<file path="src/rtl/riscv_unified_mem_ctrl_if.sv">
// Request/response and memory-port bundle for riscv_unified_mem_ctrl.
// The slave modport is the controller; the master modport is the core plus memory side.
interface riscv_unified_mem_ctrl_if #(
    parameter int XLEN = 32,
    parameter int AW   = 32
);
    logic                if_req;
    logic [AW-1:0]       if_addr;
    logic [XLEN-1:0]     if_rdata;
    logic                if_done;
    logic                d_req;
    logic                d_we;
    logic [XLEN/8-1:0]   d_be;
    logic [AW-1:0]       d_addr;
    logic [XLEN-1:0]     d_wdata;
    logic [XLEN-1:0]     d_rdata;
    logic                d_done;
    logic                busy;
    logic                err;
    logic                mem_valid;
    logic                mem_we;
    logic [XLEN/8-1:0]   mem_be;
    logic [AW-1:0]       mem_addr;
    logic [XLEN-1:0]     mem_wdata;
    logic                mem_ready;
    logic [XLEN-1:0]     mem_rdata;

    modport slave (
        input  if_req, if_addr, d_req, d_we, d_be, d_addr, d_wdata, mem_ready, mem_rdata,
        output if_rdata, if_done, d_rdata, d_done, busy, err,
               mem_valid, mem_we, mem_be, mem_addr, mem_wdata
    );

    modport master (
        output if_req, if_addr, d_req, d_we, d_be, d_addr, d_wdata, mem_ready, mem_rdata,
        input  if_rdata, if_done, d_rdata, d_done, busy, err,
               mem_valid, mem_we, mem_be, mem_addr, mem_wdata
    );
endinterface

</file>
<file path="src/rtl/riscv_unified_mem_ctrl.sv">
// Fetch/data arbiter onto one variable-latency valid/ready memory port with bus timeout.
// Optional one-entry fetch buffer enabled by defining RISCV_IFETCH_BUF_EN.
module riscv_unified_mem_ctrl #(
    parameter int XLEN    = 32,
    parameter int AW      = 32,
    parameter int TIMEOUT = 16
) (
    input  logic clk,
    input  logic rst,
    riscv_unified_mem_ctrl_if.slave bus
);
    localparam int BW = XLEN / 8;
    localparam int CW = (TIMEOUT > 1) ? $clog2(TIMEOUT) : 1;
    localparam logic [CW-1:0] CNT_LAST = CW'(TIMEOUT - 1);

    typedef enum logic {IDLE, ACCESS} state_t;
    state_t state, state_nx;

    logic            ch_data, we_r;
    logic [BW-1:0]   be_r;
    logic [AW-1:0]   addr_r;
    logic [XLEN-1:0] wdata_r, if_rdata_r, d_rdata_r;
    logic            if_done_r, d_done_r, err_r;
    logic [CW-1:0]   cnt;
    logic            accept_d, accept_f, hit, fin_ok, fin_to;

`ifdef RISCV_IFETCH_BUF_EN
    logic            buf_valid;
    logic [AW-1:0]   buf_tag;
    logic [XLEN-1:0] buf_data;
`endif

    always_ff @(posedge clk or posedge rst) begin
        if (rst) state <= IDLE;
        else     state <= state_nx;
    end

    // accept_f only flags fetches that actually go to memory; buffer hits stay in IDLE
    always_comb begin
        state_nx = state;
        accept_d = 1'b0;
        accept_f = 1'b0;
        hit      = 1'b0;
        fin_ok   = 1'b0;
        fin_to   = 1'b0;
        case (state)
            IDLE: begin
                if (bus.d_req) begin
                    accept_d = 1'b1;
                    state_nx = ACCESS;
                end else if (bus.if_req) begin
`ifdef RISCV_IFETCH_BUF_EN
                    hit = buf_valid && (buf_tag == bus.if_addr);
`else
                    hit = 1'b0;
`endif
                    accept_f = !hit;
                    if (!hit) state_nx = ACCESS;
                end
            end
            ACCESS: begin
                if (bus.mem_ready) begin
                    fin_ok   = 1'b1;
                    state_nx = IDLE;
                end else if (cnt == CNT_LAST) begin
                    fin_to   = 1'b1;
                    state_nx = IDLE;
                end
            end
            default: state_nx = IDLE;
        endcase
    end

    always_ff @(posedge clk or posedge rst) begin
        if (rst) begin
            ch_data    <= 1'b0;
            we_r       <= 1'b0;
            be_r       <= '0;
            addr_r     <= '0;
            wdata_r    <= '0;
            if_rdata_r <= '0;
            d_rdata_r  <= '0;
            if_done_r  <= 1'b0;
            d_done_r   <= 1'b0;
            err_r      <= 1'b0;
            cnt        <= '0;
`ifdef RISCV_IFETCH_BUF_EN
            buf_valid  <= 1'b0;
            buf_tag    <= '0;
            buf_data   <= '0;
`endif
        end else begin
            if_done_r <= 1'b0;
            d_done_r  <= 1'b0;
            err_r     <= 1'b0;
            if (state == ACCESS && !bus.mem_ready) cnt <= cnt + 1'b1;
            if (accept_d) begin
                ch_data <= 1'b1;
                we_r    <= bus.d_we;
                be_r    <= bus.d_we ? bus.d_be : '1;
                addr_r  <= bus.d_addr;
                wdata_r <= bus.d_wdata;
                cnt     <= '0;
`ifdef RISCV_IFETCH_BUF_EN
                if (bus.d_we) buf_valid <= 1'b0;
`endif
            end
            if (accept_f) begin
                ch_data <= 1'b0;
                we_r    <= 1'b0;
                be_r    <= '1;
                addr_r  <= bus.if_addr;
                cnt     <= '0;
            end
`ifdef RISCV_IFETCH_BUF_EN
            if (hit) begin
                if_rdata_r <= buf_data;
                if_done_r  <= 1'b1;
            end
`endif
            // aborted reads return zero so a stale word is never mistaken for data
            if (fin_ok || fin_to) begin
                err_r <= fin_to;
                if (ch_data) begin
                    d_done_r <= 1'b1;
                    if (!we_r) d_rdata_r <= fin_ok ? bus.mem_rdata : '0;
                end else begin
                    if_done_r  <= 1'b1;
                    if_rdata_r <= fin_ok ? bus.mem_rdata : '0;
`ifdef RISCV_IFETCH_BUF_EN
                    buf_valid  <= fin_ok;
                    buf_tag    <= addr_r;
                    buf_data   <= bus.mem_rdata;
`endif
                end
`ifdef RISCV_IFETCH_BUF_EN
                if (fin_to) buf_valid <= 1'b0;
`endif
            end
        end
    end

    assign bus.mem_valid = (state == ACCESS);
    assign bus.busy      = (state == ACCESS);
    assign bus.mem_we    = (state == ACCESS) && we_r;
    assign bus.mem_be    = be_r;
    assign bus.mem_addr  = addr_r;
    assign bus.mem_wdata = wdata_r;
    assign bus.if_rdata  = if_rdata_r;
    assign bus.if_done   = if_done_r;
    assign bus.d_rdata   = d_rdata_r;
    assign bus.d_done    = d_done_r;
    assign bus.err       = err_r;
endmodule

</file>
<file path="src/flat_wrapper.sv">
// flat-port wrapper written by rule: the top's interface ports become plain ports
module riscv_unified_mem_ctrl_flat 
#(
    parameter int XLEN    = 32,
    parameter int AW      = 32,
    parameter int TIMEOUT = 16
)
  (clk, rst, bus_if_req, bus_if_addr, bus_d_req, bus_d_we, bus_d_be, bus_d_addr, bus_d_wdata, bus_mem_ready, bus_mem_rdata, bus_if_rdata, bus_if_done, bus_d_rdata, bus_d_done, bus_busy, bus_err, bus_mem_valid, bus_mem_we, bus_mem_be, bus_mem_addr, bus_mem_wdata);
  riscv_unified_mem_ctrl_if #(.XLEN(XLEN), .AW(AW)) bus_i ();
  input  logic clk;
  input  logic rst;
  input wire logic [$bits(bus_i.if_req)-1:0] bus_if_req;
  input wire logic [$bits(bus_i.if_addr)-1:0] bus_if_addr;
  input wire logic [$bits(bus_i.d_req)-1:0] bus_d_req;
  input wire logic [$bits(bus_i.d_we)-1:0] bus_d_we;
  input wire logic [$bits(bus_i.d_be)-1:0] bus_d_be;
  input wire logic [$bits(bus_i.d_addr)-1:0] bus_d_addr;
  input wire logic [$bits(bus_i.d_wdata)-1:0] bus_d_wdata;
  input wire logic [$bits(bus_i.mem_ready)-1:0] bus_mem_ready;
  input wire logic [$bits(bus_i.mem_rdata)-1:0] bus_mem_rdata;
  output wire logic [$bits(bus_i.if_rdata)-1:0] bus_if_rdata;
  output wire logic [$bits(bus_i.if_done)-1:0] bus_if_done;
  output wire logic [$bits(bus_i.d_rdata)-1:0] bus_d_rdata;
  output wire logic [$bits(bus_i.d_done)-1:0] bus_d_done;
  output wire logic [$bits(bus_i.busy)-1:0] bus_busy;
  output wire logic [$bits(bus_i.err)-1:0] bus_err;
  output wire logic [$bits(bus_i.mem_valid)-1:0] bus_mem_valid;
  output wire logic [$bits(bus_i.mem_we)-1:0] bus_mem_we;
  output wire logic [$bits(bus_i.mem_be)-1:0] bus_mem_be;
  output wire logic [$bits(bus_i.mem_addr)-1:0] bus_mem_addr;
  output wire logic [$bits(bus_i.mem_wdata)-1:0] bus_mem_wdata;
  assign bus_i.if_req = bus_if_req;
  assign bus_i.if_addr = bus_if_addr;
  assign bus_i.d_req = bus_d_req;
  assign bus_i.d_we = bus_d_we;
  assign bus_i.d_be = bus_d_be;
  assign bus_i.d_addr = bus_d_addr;
  assign bus_i.d_wdata = bus_d_wdata;
  assign bus_i.mem_ready = bus_mem_ready;
  assign bus_i.mem_rdata = bus_mem_rdata;
  assign bus_if_rdata = bus_i.if_rdata;
  assign bus_if_done = bus_i.if_done;
  assign bus_d_rdata = bus_i.d_rdata;
  assign bus_d_done = bus_i.d_done;
  assign bus_busy = bus_i.busy;
  assign bus_err = bus_i.err;
  assign bus_mem_valid = bus_i.mem_valid;
  assign bus_mem_we = bus_i.mem_we;
  assign bus_mem_be = bus_i.mem_be;
  assign bus_mem_addr = bus_i.mem_addr;
  assign bus_mem_wdata = bus_i.mem_wdata;
  riscv_unified_mem_ctrl #(.XLEN(XLEN), .AW(AW), .TIMEOUT(TIMEOUT)) u_core (.clk(clk), .rst(rst), .bus(bus_i));
endmodule
</file>
<file path="config.mk">
export PLATFORM = sky130hd
export DESIGN_NAME = riscv_unified_mem_ctrl_flat
export DESIGN_NICKNAME = d
export VERILOG_FILES = /design/src/rtl/riscv_unified_mem_ctrl_if.sv /design/src/rtl/riscv_unified_mem_ctrl.sv /design/src/flat_wrapper.sv
export SDC_FILE = /design/constraint.sdc
export NUM_CORES = 1
export LEC_CHECK = 0
export BUFFER_PORTS_ARGS = -buffer_cell sky130_fd_sc_hd__buf_4
export CAP_MARGIN = 20
export CORE_ASPECT_RATIO = 0.7
export CORE_MARGIN = 3
export CORE_UTILIZATION = 41
export CTS_BUF_LIST = sky130_fd_sc_hd__clkbuf_2 sky130_fd_sc_hd__clkbuf_4 sky130_fd_sc_hd__clkbuf_8
export DETAILED_ROUTE_END_ITERATION = 6
export PLACE_DENSITY_LB_ADDON = 0.25
export SYNTH_ARGS = -nofsm -noshare
export SYNTH_HDL_FRONTEND = slang
export SYNTH_SLANG_ARGS = --single-unit
export TNS_END_PERCENT = 100
</file>
<file path="constraint.sdc">
create_clock -name clk -period 6.1 [get_ports clk]
set_input_delay 0.61 -clock clk [delete_from_list [all_inputs] [get_ports clk]]
set_output_delay 0.61 -clock clk [all_outputs]
set_load 0.05 [all_outputs]
</file>
Word level (Yosys, flattened, before mapping) --
Cells that the tools add are included.
Word-level totals: register bits after elaboration 142, bits in latches 0, RAM bits 0, memory bits (read-only) 0, input port bits 138, word-level logic and storage cells 57, memories kept 0
Cells by class: $add $sub $neg 1, $mul 0, divide/modulo/power cells 0, order comparisons 0, equality and inequality tests 1, shift-type cells 0, mux-type cells 32, bitwise gates (word level) 3, reduce and logical (&&, ||, !) cells 8
Operator list (count):
- two-way mux 32 bit | 3
- two-way mux 4 bit | 6
- two-way mux 1 bit | 22
- adder 4 x 1 -> 4 bit, second input constant | 1
- equality test 4 bit, second input constant | 1
- inverter 1 bit | 3
- AND reduction 3 bit | 1
- nonzero test 3 bit | 1
- logical AND 1 bit | 2
- case mux 1 bit (2 select lines) | 1
- AND reduction 2 bit | 1
- nonzero test 2 bit | 1
- logical NOT 1 bit | 1
- logical OR 1 bit | 1

Logic depth before layout (Yosys ltp) --
word-level depth 6, depth in mapped cells 6, mapped depth without buffers 4

Worst setup path before layout --
Ideal clock, no wire load.
path kind reg2out, start point register u_core.state, in the netlist u_core.bus.busy, end point output port bus_mem_we, arrival 1.638 ns, data required time 5.490 ns, setup slack 3.852 ns, stages on the path, launching flop included 4, buffers on the path 2, cell sequence dfrtp_1 > buf_2 > clkbuf_1 > and2_1
Between the ends: cells in the longest elaborated chain, start to end 1
RTL lines:
- start, declared | RTL line riscv_unified_mem_ctrl.sv:17 | state_t state, state_nx;
- start signal, assigned | RTL line riscv_unified_mem_ctrl.sv:35 | else state <= state_nx;
- logical AND 1 bit | RTL line riscv_unified_mem_ctrl.sv:145 | assign bus.mem_we = (state == ACCESS) && we_r;
- end, declared | RTL line flat_wrapper.sv:28 | output wire logic [$bits(bus_i.mem_we)-1:0] bus_mem_we;
Every way passes these cells.

Final worst setup path --
start point register u_core.state, in the netlist u_core.bus.busy, end point output port bus_mem_valid
RTL lines:
- end, declared | RTL line flat_wrapper.sv:27 | output wire logic [$bits(bus_i.mem_valid)-1:0] bus_mem_valid;
No word-level cell between the ends.

==> impl_results.md <==
* Status: finished clean
* ANT cells at 0
* Fin nets at 882
* Drt drc at 0
* Largest net degree at the start of global routing at 80
* Post-DP HPWL at 11800 um
* Final WS setup at 3.77 ns
* Synth area leaders: dfrtp_1 64%, nand2_1 6.8%, mux2_2 6.5%
* Async SR Flop Fraction at 100%
* Worst Setup Start Kind: flop
* Syn Inst Count at 478
* Setup Buffers After CTS at 0
* Setup TNS at 0 ns
* Critical Path AT at 1.72 ns
* Worst slew pin tran at 0.953 ns
* Die ar. at 15000 sq um
* Syn Area/Cell at 11.7 sq um
* # clock sinks at 142
* Core Area at 12800 sq um
* Fin. max-slew vios at 0
* Final setup violation count at 0
* Worst clock skew at 0.0127 ns
* Simple-gate share of the synthesized area at 8.85%
* Initial Util at 43.4%
* Crit. End Element: output pin
* Pwr Density at 592 nW/um^2
* Hold Crit Class: in -> async
* Tcrit/Tclk final at 38.2%
* 1st-iter DRT viols at 291
* I/O Buffers at 275
* Grt met1 use at 27.4%
* Die height at 104 um
* First-pass GRT wire length at 25700 um
* Synth Area in Adders at 0.225%
* Layout area overhead at 47.9%
* Die X at 145 um
* Top cell type by total area after synthesis: dfrtp_1
* Yosys reg bits at 142
* Tot GR Track Use at 20.9%
* Leakage at 0.00405 uW
* Mean routed wirelength per cell at 17.2 um
* Slew margin rel. at 36.3%
* GP Congestion at 0.807
* Number of global-route vias before repair at 4819
* CTS Buf Count at 17
* Final Critical Period at 2.33 ns
* Final Hold Fails at 0
* Synthesized cell area at 5570 sq um
* Critical path type: reg -> out
* Global-route layer with the greatest usage: met2
* Synth Area in Compound Gates at 16.9%
* Critical path required time at 5.49 ns
* Met3 Resource Use GR at 6.42%
* Design area at 8240 sq um
* Top achievable clock speed at 430 MHz
* Share of the synthesized area in the top cell type at 63.8%
* Filler cell count at 1044
* Root buffer cell: clkbuf_8
* Share of post-route cells with drive strength above 1 at 47.0%
* Dpl ws at 3.64 ns
* Hold Buf Count CTS at 0
* Largest family of logic cells by synthesized area: compound AO/OA/AOI/OAI gates
* Pre-antenna DRT Iters at 4
* Post-synthesis mux area share at 6.65%
* Post-synth EDFFs at 0
* DP Area at 7790 sq um
* Post-synthesis sequential area ratio at 63.8%
* Initial antenna violation count at 0
* RSZ-0062 raised after global routing: no
* Number of distinct library cells after synthesis at 31
* Worst-path clk slew at 0.09 ns
* Resize count post-CTS at 0
* Final ANT Viol Nets at 0
* Ports at 276
* CTS Buffer Depth at 2
* Max-cap violation count at 0
* Largest fanout on the critical path at 27
* Final WL at 16100 um
* Cell Rows at 34
* Vias at 4748
* Syn_nets at 617
* Vias per cell at 5.07
* XOR/XNOR Fraction of Synth Area at 0%
* VDD IR max at 0.000352 V
* CTS tree: built
* Met2 Resource Use GR at 34.1%
* Remaining global-route overflow at 0
* Clock latency on the worst-skew pair at 0.42 ns
* Yosys Warn Count at 0
* H-tree depth at 4
* Predominant post-synthesis flop cell: dfrtp_1
-- flip-flops by register name, summed over array words and instances, names as in the netlist, 4 cells and up --
register              cells
u_core.bus.d_rdata       32
u_core.bus.if_rdata      32
u_core.bus.mem_addr      32
u_core.bus.mem_wdata     32
u_core.bus.mem_be         4
u_core.cnt                4
-- per-layer routing --
metal,vias to the layer above,share of wire [%]
li1,2209,-
met3,22,8.0
met2,206,49
met5,-,0
met4,0,1.3
met1,2311,42
-- where the power goes --
group	total (uW)	internal, uW	switching, uW
Clock	762	382	380
Combinational	2570	788	1780
Sequential	1550	1320	233
Total	4880	2490	2390
-- cell type report --
type                       count  area, sq um  share of cell area, %
tap                          180          225                   2.73
timing repair buffer         285         2210                   26.8
clock inverter                14          155                   1.88
sequential                   142         3550                   43.1
multi-input combinational    294         1830                   22.3
inverter                       3         16.3                  0.197
clock buffer                  18          248                   3.01
-- synthesized netlist by cell type (2+ instances only) --
| library cell | instances |
|---|---|
| o21ai_0 | 66 |
| mux2_2 | 32 |
| buf_6 | 3 |
| buf_2 | 12 |
| clkbuf_1 | 23 |
| dfrtp_1 | 142 |
| nand2b_1 | 3 |
| nor2b_1 | 2 |
| a21o_1 | 2 |
| nand3_1 | 4 |
| inv_1 | 3 |
| o22a_1 | 4 |
| nor2_1 | 2 |
| a22oi_1 | 32 |
| nand2_1 | 101 |
| a22o_1 | 32 |
-- worst paths after layout --
| check | cells past startpoint | startpoint | slack (ns) | end |
|---|---|---|---|---|
| setup reg to reg | 4 | u_core.bus.busy | 3.78 | u_core.bus.mem_be[0] |
| hold reg to reg | 2 | u_core.bus.mem_addr[16] | 0.48 | u_core.bus.mem_addr[16] |
| setup / recovery | 2 | u_core.bus.busy | 3.77 | bus_mem_valid |
| hold / removal | 2 | rst | 0.24 | u_core.bus.mem_wdata[10] |
| min in group clk | 2 | bus_d_be[2] | 0.40 | u_core.bus.mem_be[2] |
| max in group asynchronous | 4 | rst | 4.82 | u_core.bus.mem_addr[5] |
-- placed cells by master, fill, tap and decap left out, types with 2 or more instances in the layout --
master     Yosys  layout
clkinv_4       0       3
clkbuf_8       0      18
buf_16         0       3
inv_6          0       5
clkinv_2       0       3
o22a_1         4       4
bufinv_16      0       2
nand2_1      101     101
a22oi_1       32      32
nor2_1         2       2
inv_1          3       2
buf_4          1     281
dfrtp_1      142     142
nand2b_1       3       3
a22o_1        32      32
nand3_1        4       4
a21o_1         2       2
mux2_2        32      32
o21ai_0       66      66
-- cells by family after synthesis --
group | after synthesis
DFF | 142
adders and majority gates | 1
and+or+nand+nor | 119
AOI/OAI and AO/OA | 141
muxes | 33
buffers and inverters | 42
-- worst max-delay path, cell delays in order (launching register included) --
cell and delay, ns:
dfrtp_1 0.68, buf_4 0.37, buf_4 0.25
-- metrics by stage --
stage / power [uW] / hold slack [ns] / cells / util [%]
detailed placement: 4150 / 0.472 / 902 / 60.7
CTS: 4910 / 0.237 / 934 / 63.8
global route: 5110 / 0.272 / 936 / 64.1
floorplan: 3270 / 0.475 / 478 / -
global placement: 4090 / 0.464 / 900 / 60.2
finish: 4880 / 0.236 / 936 / 64.1
(Power assumes the default switching activity.)
